## src/rtl/mem_copy_engine.sv

```systemverilog
// Word-memory copy engine: streams reads from a source range and writes the
// returned words to a destination range, hiding the fixed memory read latency.
module mem_copy_engine #(
    parameter int READ_LATENCY = 2
) (
    input  logic        i_clk,
    input  logic        i_rst_n,
    input  logic        i_start,
    input  logic [15:1] i_src_addr,
    input  logic [15:1] i_dst_addr,
    input  logic [15:0] i_len,
    output logic        o_busy,
    output logic        o_done,
    output logic [15:1] o_mem_raddr,
    input  logic [15:0] i_mem_rdata,
    output logic        o_mem_wen,
    output logic [15:1] o_mem_waddr,
    output logic [15:0] o_mem_wdata
);

    typedef enum logic [1:0] {
        S_IDLE,
        S_ISSUE,
        S_DRAIN,
        S_DONE
    } state_t;

    state_t r_state;
    state_t w_next;

    logic [15:1]             r_raddr;
    logic [15:1]             r_dst;
    logic [15:0]             r_len;
    logic [15:0]             r_icnt;
    logic [15:0]             r_wcnt;
    logic [READ_LATENCY-1:0] r_vld;
    logic [READ_LATENCY:0]   w_vld_shift;

    logic w_accept;
    logic w_issue;
    logic w_last_issue;
    logic w_wen;
    logic w_last_write;

    assign w_accept     = i_start && ((r_state == S_IDLE) || (r_state == S_DONE));
    assign w_issue      = (r_state == S_ISSUE);
    assign w_last_issue = w_issue && (r_icnt == (r_len - 16'd1));
    // The tail of the valid pipe marks the cycle a read's data is on i_mem_rdata.
    assign w_wen        = r_vld[READ_LATENCY-1];
    assign w_last_write = w_wen && (r_wcnt == (r_len - 16'd1));
    assign w_vld_shift  = {r_vld, w_issue};

    always_comb begin
        w_next = r_state;
        case (r_state)
            S_IDLE, S_DONE: begin
                if (w_accept) begin
                    w_next = (i_len == 16'd0) ? S_DONE : S_ISSUE;
                end else if (r_state == S_DONE) begin
                    w_next = S_IDLE;
                end
            end
            S_ISSUE: begin
                if (w_last_issue) begin
                    w_next = S_DRAIN;
                end
            end
            S_DRAIN: begin
                if (w_last_write) begin
                    w_next = S_DONE;
                end
            end
            default: w_next = S_IDLE;
        endcase
    end

    always_ff @(posedge i_clk or negedge i_rst_n) begin
        if (!i_rst_n) begin
            r_state <= S_IDLE;
        end else begin
            r_state <= w_next;
        end
    end

    always_ff @(posedge i_clk or negedge i_rst_n) begin
        if (!i_rst_n) begin
            r_raddr <= '0;
            r_dst   <= '0;
            r_len   <= '0;
            r_icnt  <= '0;
            r_wcnt  <= '0;
            r_vld   <= '0;
        end else begin
            r_vld <= w_vld_shift[READ_LATENCY-1:0];
            if (w_accept) begin
                r_raddr <= i_src_addr;
                r_dst   <= i_dst_addr;
                r_len   <= i_len;
                r_icnt  <= '0;
                r_wcnt  <= '0;
            end else begin
                // The read address holds on the final issue so it stays stable through DRAIN.
                if (w_issue && !w_last_issue) begin
                    r_raddr <= r_raddr + 15'd1;
                    r_icnt  <= r_icnt + 16'd1;
                end
                if (w_wen) begin
                    r_wcnt <= r_wcnt + 16'd1;
                end
            end
        end
    end

    assign o_busy      = (r_state == S_ISSUE) || (r_state == S_DRAIN);
    assign o_done      = (r_state == S_DONE);
    assign o_mem_raddr = r_raddr;
    assign o_mem_wen   = w_wen;
    assign o_mem_waddr = r_dst + r_wcnt[14:0];
    assign o_mem_wdata = i_mem_rdata;

endmodule

```

## config.mk

```make
export PLATFORM = sky130hd
export DESIGN_NAME = mem_copy_engine
export DESIGN_NICKNAME = d
export VERILOG_FILES = /design/src/rtl/mem_copy_engine.sv
export SDC_FILE = /design/constraint.sdc
export NUM_CORES = 1
export LEC_CHECK = 0
export ABC_AREA = 0
export BUFFER_PORTS_ARGS = -buffer_cell sky130_fd_sc_hd__buf_2
export CORE_MARGIN = 8
export CORE_UTILIZATION = 35
export DETAILED_ROUTE_END_ITERATION = 10
export GPL_TIMING_DRIVEN = 0
export PLACE_DENSITY_LB_ADDON = 0.08
export SLEW_MARGIN = 0
export SYNTH_ARGS = -nofsm -noshare
export SYNTH_HDL_FRONTEND = slang
export SYNTH_SLANG_ARGS = --single-unit
```

## constraint.sdc

```tcl
create_clock -name i_clk -period 3.2 [get_ports i_clk]
set_input_delay 0.32 -clock i_clk [delete_from_list [all_inputs] [get_ports i_clk]]
set_output_delay 0.32 -clock i_clk [all_outputs]
set_load 0.05 [all_outputs]
```

# == Word level (Yosys, flattened, before mapping) ==
# Index checks and enable logic that the tools add are counted.
# word_totals
ff_bits,82
inputBits,65
out_inout_bits,49
wordCells,45
# classes
n_addsub,5
n_eq_ne,8
mux,12
n_reduce_logical,13
# ops
operator,n
two-way mux 16 bit,4
adder 16 x 1 -> 16 bit (second input constant),2
== test 16 bit,2
two-way mux 15 bit,2
zero test 16 bit,1
subtractor 16 x 1 -> 16 bit (second input constant),1
adder 15 x 1 -> 15 bit (second input constant),1
adder 15 bit,1
two-way mux 2 bit,5
case mux 2 bit (3 select lines),1
== test 2 bit (second input constant),2
logical AND 1 bit,4
nonzero test 2 bit,2
!= test 3 bit (second input constant),1
AND reduction 3 bit,1
== test 2 x 1 -> 1 bit (second input constant),1
zero test 2 bit,1
logical OR 1 bit,2
!= test 2 x 1 -> 1 bit (second input constant),1
!= test 2 bit (second input constant),1
OR reduction 2 bit,1
zero test 1 bit,1

# == Longest topological paths before layout ==
# Gate-level depths: netlist of run 1.
# depth
depth_word,7
ltp_mapped,13
ltp_nobuf,11

# == Worst setup path after synthesis of run 1 ==
# Ideal clock, no wire load.
# synth_timing
kind,reg2out
from,reg r_wcnt[0]
to,out o_mem_waddr[15] in the netlist's numbering
arrival_ns,3.182
t_required_ns,2.880
path_slack_ns,-0.302
stages_incl_launch_ff,12
n_path_buf,0
path_cell_list,dfrtp_1 ha_1 inv_1 fa_1 nor2b_1 o21a_1 o21a_1 o211ai_1 a21oi_1 o31ai_1 nor2_1 a211oi_1
# synth_via
elab_chain_cells,1
# synth_lines
element,line,source
from (decl),35,logic [15:0] r_wcnt;
from (signal assigned),108,r_wcnt <= r_wcnt + 16'd1;
adder 15 bit,118,assign o_mem_waddr = r_dst + r_wcnt[14:0];
to (decl),17,"output logic [15:1] o_mem_waddr,"
# Every way passes these cells.

# == Final worst setup path of run 1 ==
# layout_timing
from,reg r_len[4]
to,reg r_state[0]
# layout_via
elab_chain_cells,5
word_cells_on_any_way,8
cone_classes,1 x add/sub; 4 x eq/ne; 3 x reduce/logical
# layout_lines
element,line,source
from (decl),33,logic [15:0] r_len;
from (signal assigned),98,r_len <= i_len;
subtractor 16 x 1 -> 16 bit *,"47, 50",
"== test 16 bit, on equally long branches","50, 47",
"logical AND 1 bit, on equally long branches","50, 47",
!= test 2 bit (no source line) or != test 2 x 1 -> 1 bit (tied branches),-,
AND reduction 3 bit (no source line) *,-,
to (signal assigned),81,r_state <= w_next;
to (decl),28,state_t r_state;
# Every way passes the cells marked *; elsewhere a longest branch is shown, timed or not.
# A chain may end at the register's enable or synchronous reset.

==> results of run 1 <==
[cells by family (layout without fill, tap and decap cells)]
family	Yosys count	after routing
xor gates and xnor gates	70	70
DFF	82	82
adders and majority gates	22	22
buffers and inverters	72	212
and+or+nand+nor	296	296
muxes	9	9
AOI/OAI and AO/OA	115	115
[cell type report]
cell class	instances	share of cell area, %
Buffer	49	4.27
Clock inverter	3	0.244
Multi-Input combinational cell	512	47.7
Tap cell	216	3.76
Clock buffer	12	3.29
Sequential cell	82	28.6
Timing Repair Buffer	129	11.2
Inverter	19	0.992
[routing by layer]
metal,track usage [%],up-vias,wire length (um)
met5,0,-,0
met4,5.03,0,215
met3,4.56,20,1040
met2,28.8,135,8280
met1,22.4,2549,7940
li1,-,2577,-
[how the worst max path moves through the flow]
| stage | start | to | slack [ps] | depth (start not counted) |
|---|---|---|---|---|
| CTS | r_len[0]$_DFFE_PN0P_ | r_state[1]$_DFFE_PN0P_ | -250 | 10 |
| floorplan | r_len[0]$_DFFE_PN0P_ | r_state[0]$_DFFE_PN0P_ | 9 | 12 |
| detailed placement | r_len[3]$_DFFE_PN0P_ | r_state[0]$_DFFE_PN0P_ | -580 | 10 |
| global route | r_len[0]$_DFFE_PN0P_ | r_state[1]$_DFFE_PN0P_ | -200 | 10 |
| global placement | r_len[3]$_DFFE_PN0P_ | r_state[0]$_DFFE_PN0P_ | -600 | 10 |
| finish | r_len[4]$_DFFE_PN0P_ | r_state[0]$_DFFE_PN0P_ | -110 | 9 |
[critical path, cell delays in order (launching register included)]
cell     delay [ps]
dfrtp_1         380
buf_6           140
or4_4           530
or4b_4          570
a21oi_1         170
a21oi_1          60
or4_4           570
o41ai_4         260
and2_4          230
mux2_4          290
[where the power goes]
group          internal, mW  switching (mW)
sequential             1.38           0.349
clock                 0.520           0.432
combinational          1.54            2.76
total                  3.44            3.54
[metrics by stage]
step | setup TNS, ps | hold slack (ps)
after global placement | -12510 | 336
final | -587 | 163
after global routing | -4500 | 156
after floorplan | 0 | 24.4
after CTS | -3830 | 150
after detailed placement | -13730 | 338
[what timing repair did]
item                       CTS  global route
cloned                       0             0
resized for setup           24            52
pin swaps                   13            46
setup buffers               15            15
hold endpoints to repair    37             0
hold buffers                 1             0
setup endpoints to repair   36            37
[registers in the layout, summed over array words and instances (netlist names)]
name	cells
r_vld	2
r_wcnt	16
r_icnt	16
r_len	16
o_mem_raddr	15
r_state	2
r_dst	15
[layout by cell type, fill, tap and decap left out, drive strengths merged, types with 4 or more instances in the layout]
master and count:
xor2 36, o21ai 36, a211oi 4, ha 21, o31ai 8, nand4 12, nor3 13, dfrtp 82
buf 154, and2 4, and3 9, a22oi 4, a21oi 27, or4 11, o211ai 6, nand2 123
clkbuf 35, mux2i 6, or3 19, nor4 10, nand3 29, xnor2 34, nor2 45, inv 19
a31oi 11, nand3b 5
==> results.md, run 1 <==
- The average size of a mapped cell is around 8.4 um2.
- The placed instance count is between 900 and 1,000.
- The share of post-route cells with drive strength above 1 is between 20 and 30%.
- The largest total area in the synthesized netlist belongs to dfrtp_1.
- For the finished layout, the period the worst path requires is about 3300 ps.
- Summing the areas of all xor and xnor instances in the mapped netlist gives a little over a tenth of the synthesized area.
- The post-detailed-placement cell area is between 6000 and 7000 um2.
- The total number of H-tree levels is 3.
- The share of async-settable or async-resettable flops after synthesis is 100%.
- The tool flagged a number of max-cap violations equal to 0.
- The total half-perimeter wirelength after legalization and detailed placement is 13,000 um.
- Once layout is complete, the utilization of the core stands at 45.6%.
- The area added between synthesis and finish is 28.4%.
- The critical path is of the reg2reg type.
- The pre-antenna-repair detailed-routing pass consisted of 4 iterations.
- The number of max-slew violations in the final report is 0.
- TritonCTS built the clock tree.
- The post-synthesis instance area is approximately 5600 um2.
- The worst setup path is launched from a flop.
- Port buffering added 97 buffers.
- The pin count of the biggest net entering global routing is 46.
- The antenna diode count is 0.
- The tightest min-delay check is of the in2reg type.
- The clock net sink count is 82.
- Clock-pin slew was measured on the worst setup and hold paths at 70 ps.
- ~110 I/O pins were placed.
- The startpoint identified for the worst hold timing path is i_dst_addr[1].
- After Yosys synthesis, and, or, nand and nor cells account for 25.8% of the synthesized area.
- The checks that failed: negative setup slack.
- The area share of the largest cell type after synthesis is 36.6%.
- The number of filler cells placed in the layout is between 1,500 and 2,000.
- The height of the chip is roughly 140 um.
- The total detailed-routing wirelength is approximately 17,000 um.
- In this run the standard cell core region covers between 15,000 and 20,000 um2.
- In the finished design, the share of the clock period the worst path needs comes to 103%.
- At the worst endpoint, the arrival time is roughly 3500 ps.
- The leading cell type by number of instances after synthesis is nand2_1.
- The flip-flop and latch count after synthesis is between 80 and 90.
- The setup violation total in the final timing report is 18.
- Synthesis produced between 600 and 700 cells.
- Once the floorplan was initialized, standard cells occupied around 36% of the core.
- The dominant register cell in the synthesized netlist is dfrtp_1.
- In the global route stage, overall resource usage came out at ~18%.
- The startpoint identified for the worst register-to-register timing path is r_len[4]$_DFFE_PN0P_.
- Of the total synthesized cell area, the portion taken by full adders, half adders and majority gates is 5.05%.
- The number of violations reported at the end of detailed-routing iteration 0 is ~230.
- The final hold violation count came to 0.
- Setup repair after global routing could not meet its margin everywhere.
- The overall die width is around 140 um.
- The combinational family with the most area after synthesis is simple AND/OR/NAND/NOR gates.
- The via count of the first global-routing pass came to ~5,500.
- The required time at the worst-slack endpoint is 3430 ps.
- Sorting the synthesized cells by how often they occur yields nand2_1, dfrtp_1, nor2_1, xor2_1, xnor2_1.
- The count of unique library cells instantiated by Yosys is 62.
- The final cell count without fillers is between 1,000 and 1,500.
- The worst setup skew after layout is approximately 7.6 ps.
- The number of antenna-violating nets in the routed design is 0.
- The tree is rooted in a clkbuf_16.
- The achievable clock frequency is between 300 and 400 MHz.
- The transition at the pin with the smallest max-transition slack is ~750 ps.
- Of all nets on the critical path, the largest fanout is 6.
- The mean number of vias per cell is 5.17.
- The run finished, with violations left.
- Sorting the synthesized cells by area gives the leading types as dfrtp_1, nand2_1, xor2_1.
- The analysis attributes to cell leakage a power of roughly 3.3 nW.
- The worst-case hold path end point is r_dst[1]$_DFFE_PN0P_.
- The number of standard-cell rows in the floorplan is 46.
- Dividing the detail-routed wire length by the instance count gives about 17 um.
- The synthesized netlist net count is approximately 750.
- The worst hold path was traced through 3 stages.
- The number of vias in the routed layout is about 5,300.
- After layout, the worst setup slack is -107 ps.
- The final-stage net count is 889.
- Global routing finished with a remaining overflow of 0.
- The congestion estimate from routability-driven global placement came to 0.807.
- The area of the multi-input gates is around 3400 um2.
- The sequential-to-total area share from yosys stat is 36.6%.
- The number of buffers on the longest clock path is 2.
- Counting flops with a built-in enable in the synthesized netlist gives 0.
- For the worst flop-to-flop path, the logic depth is 9.
- Across all register-to-register paths, the minimum setup slack is -110 ps.
- The final design area excluding fillers is 7190 um2.
- Across the whole layout, storage elements account for around 2100 um2.
- The initial antenna violation count is 0.
- The completed layout was analyzed and its total power is roughly 7.0 mW.
- Prior to clock tree synthesis, the placed netlist has a worst setup slack of -581 ps.
- The tightest slew margin relative to the limit is about half.
- The worst register-to-register path ends at r_state[0]$_DFFE_PN0P_.
- The first global-routing pass estimated around 28,000 um of wire.
- The number of clock buffers added by TritonCTS is 9.
- In the routed design, unresolved DRC markers number 0.
- For this design the ratio of total power to cell area is 971 nW/um2.
- The share of synthesized area spent on multiplexers is approximately 1.8%.
- STA classifies the critical path endpoint as a flop.
- The synthesized netlist devotes 13.0% of its cell area to compound gates.
- The die covers 20,300 um2.
- At the later pin of the worst-skew pair, clock insertion delay measures 340 ps.
- IR analysis of the VDD net gives a maximum drop of 0.472 mV.
- During synthesis, Yosys emitted a total of 0 warnings.
(Power assumes the default switching activity.)
==> run 2, diff against run 1 <==
--- a/config.mk
+++ b/config.mk
@@ -6,7 +6,7 @@
 export NUM_CORES = 1
 export LEC_CHECK = 0
 export ABC_AREA = 0
-export BUFFER_PORTS_ARGS = -buffer_cell sky130_fd_sc_hd__buf_2
+export BUFFER_PORTS_ARGS = -buffer_cell sky130_fd_sc_hd__buf_4
 export CORE_MARGIN = 8
 export CORE_UTILIZATION = 35
 export DETAILED_ROUTE_END_ITERATION = 10
==> results.md, run 2 (same netlist as run 1, synthesis figures left out) <==
- The run finished, with violations left.
- The final reports fail on negative setup slack.
- The number of buffers on the longest clock path is 2 (unchanged).
- The number of max-slew violations in the final report is 0 (unchanged).
- The leakage power summed over all cells is 3.33 nW (+2.2%).
- The net load switching power is 3.58 mW (+1.3%).
- The final-stage net count is 887 (-0.22%).
- The worst supply voltage drop on vdd is 0.634 mV (+34%).
- The critical path arrival was 3510 ps (-20 ps).
- The number of port buffers is 97 (unchanged).
- By startpoint and endpoint, the worst setup path is classified as reg2reg.
- The library cells used most frequently in the layout, excluding fill and tap cells, are buf_4, nand2_1, dfrtp_1.
- The share of post-route cells with drive strength above 1 is 28.3% (+1.2 points).
- The final design area excluding fillers is 7460 um2 (+3.8%).
- The utilization of the core after routing is 47.3% (+1.7 points).
- The clock insertion delay at the later pin of the skew report is 350 ps (about the same).
- The wire length of the first global-routing pass came to 27,900 um (-0.64%).
- The endpoint identified for the worst register-to-register timing path is r_state[0]$_DFFE_PN0P_.
- The setup slack of the worst register-to-register path is -80 ps (+30 ps).
- The post-route fraction of the period consumed by the critical path is 102% (-0.95 points).
- The routability congestion estimate was 0.819 (+1.5%).
- The placed instance count is 979 (-0.10%).
- The total DRC errors in the routed layout is 0 (unchanged).
- The total half-perimeter wirelength after legalization and detailed placement was 12,700 um (-2.0%).
- The switching share of total power was 49.5% (-1.2 points).
- The startpoint class of the critical path is a flop.
- The setup violation total in the final timing report came to 3 (-15).
- The number of violations reported at the end of detailed-routing iteration 0 came to 260 (+14%).
- The height of the chip is 142 um (unchanged).
- The ratio of total power to cell area is 970 nW/um2 (about the same).
- The number of antenna-violating nets in the routed design is 0 (unchanged).
- The initial antenna violation count is 0 (unchanged).
- The total detailed-routing wirelength is 17,400 um (-0.65%).
- The cell depth of the worst flop-to-flop path came to 11 (+2).
- In this run the worst hold path is classified as in2reg.
- The clock net sink count is 82 (unchanged).
- The overall overflow remaining after global route is 0 (unchanged).
- The time the worst path needs with I/O delays and setup is 3280 ps (-30.6 ps).
- The overall die area is 20,300 um2 (unchanged).
- Compared with the post-synthesis result, the final layout area differs by 33.2%.
- The pin count of the biggest net entering global routing is 83 (+80%).
- The via count of the first global-routing pass is 5,377 (-1.8%).
- The number of buffers inserted by hold repair at cts came to 0 (-1).
- The cell depth of the worst hold path is 3 (unchanged).
- The total power was 7.24 mW (+3.7%).
- The CTS tree is done.
- The total routing usage reported by global routing came to 17.4% (-0.22 points).
- The final sum of negative setup slack was -165 ps (+422 ps).
- STA classifies the critical path endpoint as a flop.
- The number of vias in the routed layout is 5,263 (-0.34%).
- The required time at the worst-slack endpoint came to 3440 ps (about the same).
- In the final layout, the registers with the most flip-flops are r_icnt (16), r_len (16), r_wcnt (16).
- The antenna diode count is 0 (unchanged).
- The mean routed wirelength per cell is 17.0 um (-0.55%).
- The combinational group share of total power was 62.0% (+0.4 points).
- The leading cell type in the layout, fill and taps excluded is buf_4.
- The tightest slew margin relative to the limit is 25.6% (-24 points).
- The number of standard-cell rows in the floorplan came to 46 (unchanged).
- The reg-to-reg startpoint is r_len[0]$_DFFE_PN0P_.
- The overall die width is 142 um (unchanged).
- The worst setup skew after layout is 9.88 ps (+2.26 ps).
- The final cell count without fillers came to 1,021 (-0.098%).
- The portion of total power attributed to the clock network is 13.9% (+0.2 points).
- The root buffer cell is clkbuf_16.
- The core area is 15,800 um2 (unchanged).
- In this run the worst setup path terminates at r_state[0]$_DFFE_PN0P_.
- The achievable clock frequency is 305 MHz (+0.93%).
- The post-detailed-placement cell area was 6610 um2 (+3.3%).
- The final hold violation count is 0 (unchanged).
- The transition at the pin with the smallest max-transition slack is 1120 ps (+363 ps).
- The minimum setup slack in the final design came to -76.8 ps (+30.6 ps).
- The internal power summed over all cells is 3.65 mW (+6.2%).
- The peak fanout along the critical path is 9 (+3).
- Setup repair after global routing could not meet its margin everywhere.
- The total iterations of the first detailed-routing run is 5 (+1).
- The mean number of vias per cell came to 5.15 (-0.24%).
- The starting density of the core came to 35.5% (unchanged).
- The portion of total power attributed to sequential cells was 24.2% (-0.5 points).
- The critical path starts at r_len[0]$_DFFE_PN0P_.
- The number of CTS-inserted buffers came to 9 (unchanged).
- The number of I/O pins came to 114 (unchanged).
- The total number of H-tree levels is 3 (unchanged).
- The clock transition at the register clock pins on the worst setup and hold paths after CTS is 70 ps (about the same).
- The max-capacitance violation count was 0 (unchanged).
[run 2: cell types whose count changed in the layout (fill, tap and decap cells not counted), sizes merged]
cell,change
inv,+1
clkinvlp,+1
clkbuf,-2
dlygate4sd3,-1
[run 2: worst min-delay path by stage]
| stage | startpoint | endpoint | slack, ps |
|---|---|---|---|
| finish | i_dst_addr[6] | r_dst[6]$_DFFE_PN0P_ | 160 |
| global route | i_dst_addr[5] | r_dst[5]$_DFFE_PN0P_ | 150 |
| CTS | i_dst_addr[5] | r_dst[5]$_DFFE_PN0P_ | 140 |
| detailed placement | r_vld[0]$_DFF_PN0_ | r_vld[1]$_DFF_PN0_ | 340 |
| global placement | r_vld[0]$_DFF_PN0_ | r_vld[1]$_DFF_PN0_ | 340 |
| floorplan | i_rst_n | o_mem_raddr[10]$_DFFE_PN0P_ | 20 |
[run 2: area by class of cell]
cell class	count	area, um2
buffer	48	302
clock buffer	11	243
clock inverter	5	37.5
fill	1569	8310
inverter	19	71.3
multi-input combinational	512	3450
sequential	82	2060
tap	216	270
timing repair buffer	128	1020
[run 2: power by group through the flow]
| stage | combinational (mW) | sequential, mW | clock [mW] |
|---|---|---|---|
| after floorplan | 2.57 | 1.95 | 0 |
| after global placement | 3.93 | 1.70 | 0 |
| after detailed placement | 3.98 | 1.71 | 0 |
| after CTS | 4.17 | 1.70 | 1.03 |
| after global routing | 4.85 | 1.80 | 1.07 |
| final | 4.48 | 1.75 | 1.00 |
[run 2: routing by layer]
metal / wire (um) / GRT usage (%) / vias up
li1: - / - / 2584
met1: 7700 / 21.8 / 2546
met2: 8430 / 29.0 / 120
met3: 1040 / 4.23 / 13
met4: 184 / 4.92 / 0
met5: 0 / 0 / -
[run 2: through the flow]
| stage | worst slack, ps | hold slack (ps) |
|---|---|---|
| after detailed placement | -573 | 336 |
| after floorplan | 8.76 | 24.4 |
| after global placement | -579 | 336 |
| final | -76.8 | 158 |
| after global routing | -173 | 151 |
| after CTS | -258 | 145 |
[run 2: critical path, stage by stage, from the launching register on]
cell and delay [ps]:
dfrtp_2 410, inv_2 80, ha_4 140, or4b_4 470, or4b_4 590, and3b_1 210, nor3_2 230, nand4_4 180
o21ai_4 240, buf_8 170, and2_4 170, mux2_4 290
[run 2: what timing repair did]
| action | 4_1_cts | 5_1_grt |
|---|---|---|
| setup endpoints to repair | 36 | 35 |
| setup buffers | 15 | 14 |
| cloned | 0 | 2 |
| hold endpoints to repair | 0 | 0 |
| pin swaps | 11 | 38 |
| gates resized for setup | 22 | 63 |
==> run 3, diff against run 2 <==
--- a/config.mk
+++ b/config.mk
@@ -7,6 +7,7 @@
 export LEC_CHECK = 0
 export ABC_AREA = 0
 export BUFFER_PORTS_ARGS = -buffer_cell sky130_fd_sc_hd__buf_4
+export CORE_ASPECT_RATIO = 0.7
 export CORE_MARGIN = 8
 export CORE_UTILIZATION = 35
 export DETAILED_ROUTE_END_ITERATION = 10
==> results.md, run 3 (same netlist as run 1, synthesis figures left out) <==
- The top cell types in the final layout, fill and taps aside, are buf_4, nand2_1, dfrtp_1.
- The number of antenna-violating nets in the routed design is 0 (unchanged).
- The achievable clock frequency is 296 MHz (-3.0%).
- The ratio of total power to cell area is 965 nW/um2 (-0.54%).
- The peak fanout along the critical path is 9 (unchanged).
- The final hold violation count is 0 (unchanged).
- The leading cell type in the layout, fill and taps excluded is buf_4.
- The pin count of the biggest net entering global routing came to 83 (unchanged).
- The number of I/O pins was 114 (unchanged).
- In the final layout, the registers with the most flip-flops are r_icnt (16), r_len (16), r_wcnt (16).
- The mean number of vias per cell is 5.30 (+2.8%).
- The leakage power summed over all cells was 3.45 nW (+3.5%).
- The switching share of total power is 49.9% (+0.41 points).
- The transition at the pin with the smallest max-transition slack is 1130 ps (+17.4 ps).
- The worst setup skew after layout is 11.6 ps (+1.76 ps).
- The total power was 7.44 mW (+2.8%).
- The post-placement setup slack is -768 ps (-195 ps).
- The combinational group share of total power came to 62.7% (+0.7 points).
- The total DRC errors in the routed layout came to 0 (unchanged).
- The total number of H-tree levels was 3 (unchanged).
- The checks that failed: negative setup slack.
- The number of CTS-inserted buffers came to 9 (unchanged).
- The height of the chip is 122 um (-15%).
- The total detailed-routing wirelength is 18,400 um (+5.9%).
- The minimum setup slack in the final design is -180 ps (-103 ps).
- The overall die width came to 167 um (+17%).
- The number of buffers inserted by hold repair at cts was 0 (unchanged).
- The total half-perimeter wirelength after legalization and detailed placement was 13,200 um (+3.6%).
- The utilization of the core after routing is 49.4% (+2.2 points).
- The via count of the first global-routing pass is 5,430 (+0.99%).
- The starting density of the core is 35.9% (+0.40 points).
- The clock net sink count is 82 (unchanged).
- The run finished, with violations left.
- The number of port buffers is 97 (unchanged).
- The number of standard-cell rows in the floorplan is 38 (-17%).
- The final cell count without fillers is 1,018 (-0.29%).
- The share of post-route cells with drive strength above 1 is 32.3% (+4.0 points).
- The element type at the critical path end is a flop.
- The number of max-slew violations in the final report is 0 (unchanged).
- The mean routed wirelength per cell is 18.1 um (+6.2%).
- The placed instance count is 963 (-1.6%).
- The root buffer cell is clkbuf_16.
- The time the worst path needs with I/O delays and setup was 3380 ps (+103 ps).
- The max-capacitance violation count was 0 (unchanged).
- The wire length of the first global-routing pass is 29,000 um (+4.0%).
- The portion of total power attributed to sequential cells is 23.6% (-0.6 points).
- The overall overflow remaining after global route is 0 (unchanged).
- The core area is 15,600 um2 (-1.1%).
- The post-route fraction of the period consumed by the critical path is 106% (+3.2 points).
- The tightest slew margin relative to the limit was 24.5% (-1.2 points).
- The initial antenna violation count came to 0 (unchanged).
- The net load switching power was 3.71 mW (+3.7%).
- The startpoint class of the critical path is a flop.
- The portion of total power attributed to the clock network is 13.7% (-0.2 points).
- The required time at the worst-slack endpoint is 3430 ps (about the same).
- The number of vias in the routed layout is 5,396 (+2.5%).
- The final-stage net count came to 900 (+1.5%).
- The number of violations reported at the end of detailed-routing iteration 0 came to 307 (+18%).
- The worst supply voltage drop on vdd is 0.794 mV (+25%).
- The min-delay analysis places its worst path in the category in2async.
- The total routing usage reported by global routing was 17.8% (+0.43 points).
- The overall die area is 20,400 um2 (+0.32%).
- The critical path is of the reg2reg type.
- The number of buffers on the longest clock path is 2 (unchanged).
- The clock insertion delay at the later pin of the skew report is 350 ps (about the same).
- The critical path arrival is 3610 ps (+100 ps).
- Relative to the synthesized area, the layout overhead comes to 37.7%.
- The setup violation total in the final timing report came to 15 (+12).
- The antenna diode count came to 0 (unchanged).
- The internal power summed over all cells is 3.73 mW (+2.0%).
- The total iterations of the first detailed-routing run is 5 (unchanged).
- The routability congestion estimate is 0.797 (-2.6%).
- TritonCTS built the clock tree.
- Setup repair after global routing could not meet its margin everywhere.
- The clock transition at the register clock pins on the worst setup and hold paths after CTS is 70 ps (about the same).
-- run 3: cell count changes in the layout (fill, tap and decap cells not counted), sizes merged --
cell      delta
clkbuf       +4
clkinvlp     -2
buf         +11
-- run 3: through the flow --
step                TNS (ps)  instance area, um2  hold slack [ps]
floorplan                  0                5610             24.4
global placement      -13700                6590              333
detailed placement    -14580                6590              336
CTS                    -4020                7090              148
global route           -4220                7710              150
finish                  -904                7710              158
-- run 3: area by class of cell --
| class | count | area [um2] |
|---|---|---|
| fill | 1503 | 7890 |
| multi-input combinational | 512 | 3620 |
| clock inverter | 3 | 22.5 |
| clock buffer | 13 | 260 |
| buffer | 49 | 302 |
| timing repair buffer | 140 | 1130 |
| sequential | 82 | 2060 |
| inverter | 19 | 73.8 |
| tap | 200 | 250 |
-- run 3: path summary, 6_finish.rpt --
check,from,to,slack [ps],cells past startpoint
hold / removal,i_rst_n,r_wcnt[13]$_DFFE_PN0P_,160,1
hold reg to reg,r_vld[0]$_DFF_PN0_,r_vld[1]$_DFF_PN0_,350,0
max in group asynchronous,i_rst_n,r_wcnt[0]$_DFFE_PN0P_,2210,1
min in group i_clk,i_dst_addr[13],r_dst[13]$_DFFE_PN0P_,160,3
setup / recovery,r_len[5]$_DFFE_PN0P_,r_state[0]$_DFFE_PN0P_,-180,10
setup reg to reg,r_len[5]$_DFFE_PN0P_,r_state[0]$_DFFE_PN0P_,-180,10
-- run 3: metal layers --
layer  share of wire, %  wire length (um)  GRT usage, %
met1                 49              9100          24.7
met2                 43              7890          27.2
met3                6.5              1190          5.24
met4                1.1               201          3.95
met5                  0                 0             0
-- run 3: critical path: stages (launching register included) --
cell and delay, ps:
dfrtp_1 360, buf_4 170, or4_4 530, or4b_4 550, buf_4 160, xnor2_2 120
a21oi_1 90, or4_4 450, o41ai_4 290, and2_4 250, mux2_4 300
-- run 3: power by group through the flow --
stage	Sequential, mW	Clock, mW	Combinational (mW)
detailed placement	1.71	0	4.02
CTS	1.73	1.04	4.23
floorplan	1.95	0	2.57
global route	1.82	1.08	5.06
global placement	1.69	0	3.95
finish	1.76	1.02	4.67
-- run 3: what timing repair did --
item | 4_1_cts | 5_1_grt
endpoints found under the setup margin | 36 | 37
gates cloned | 0 | 3
pin swaps | 12 | 78
gates resized for setup | 29 | 92
setup buffers | 14 | 26
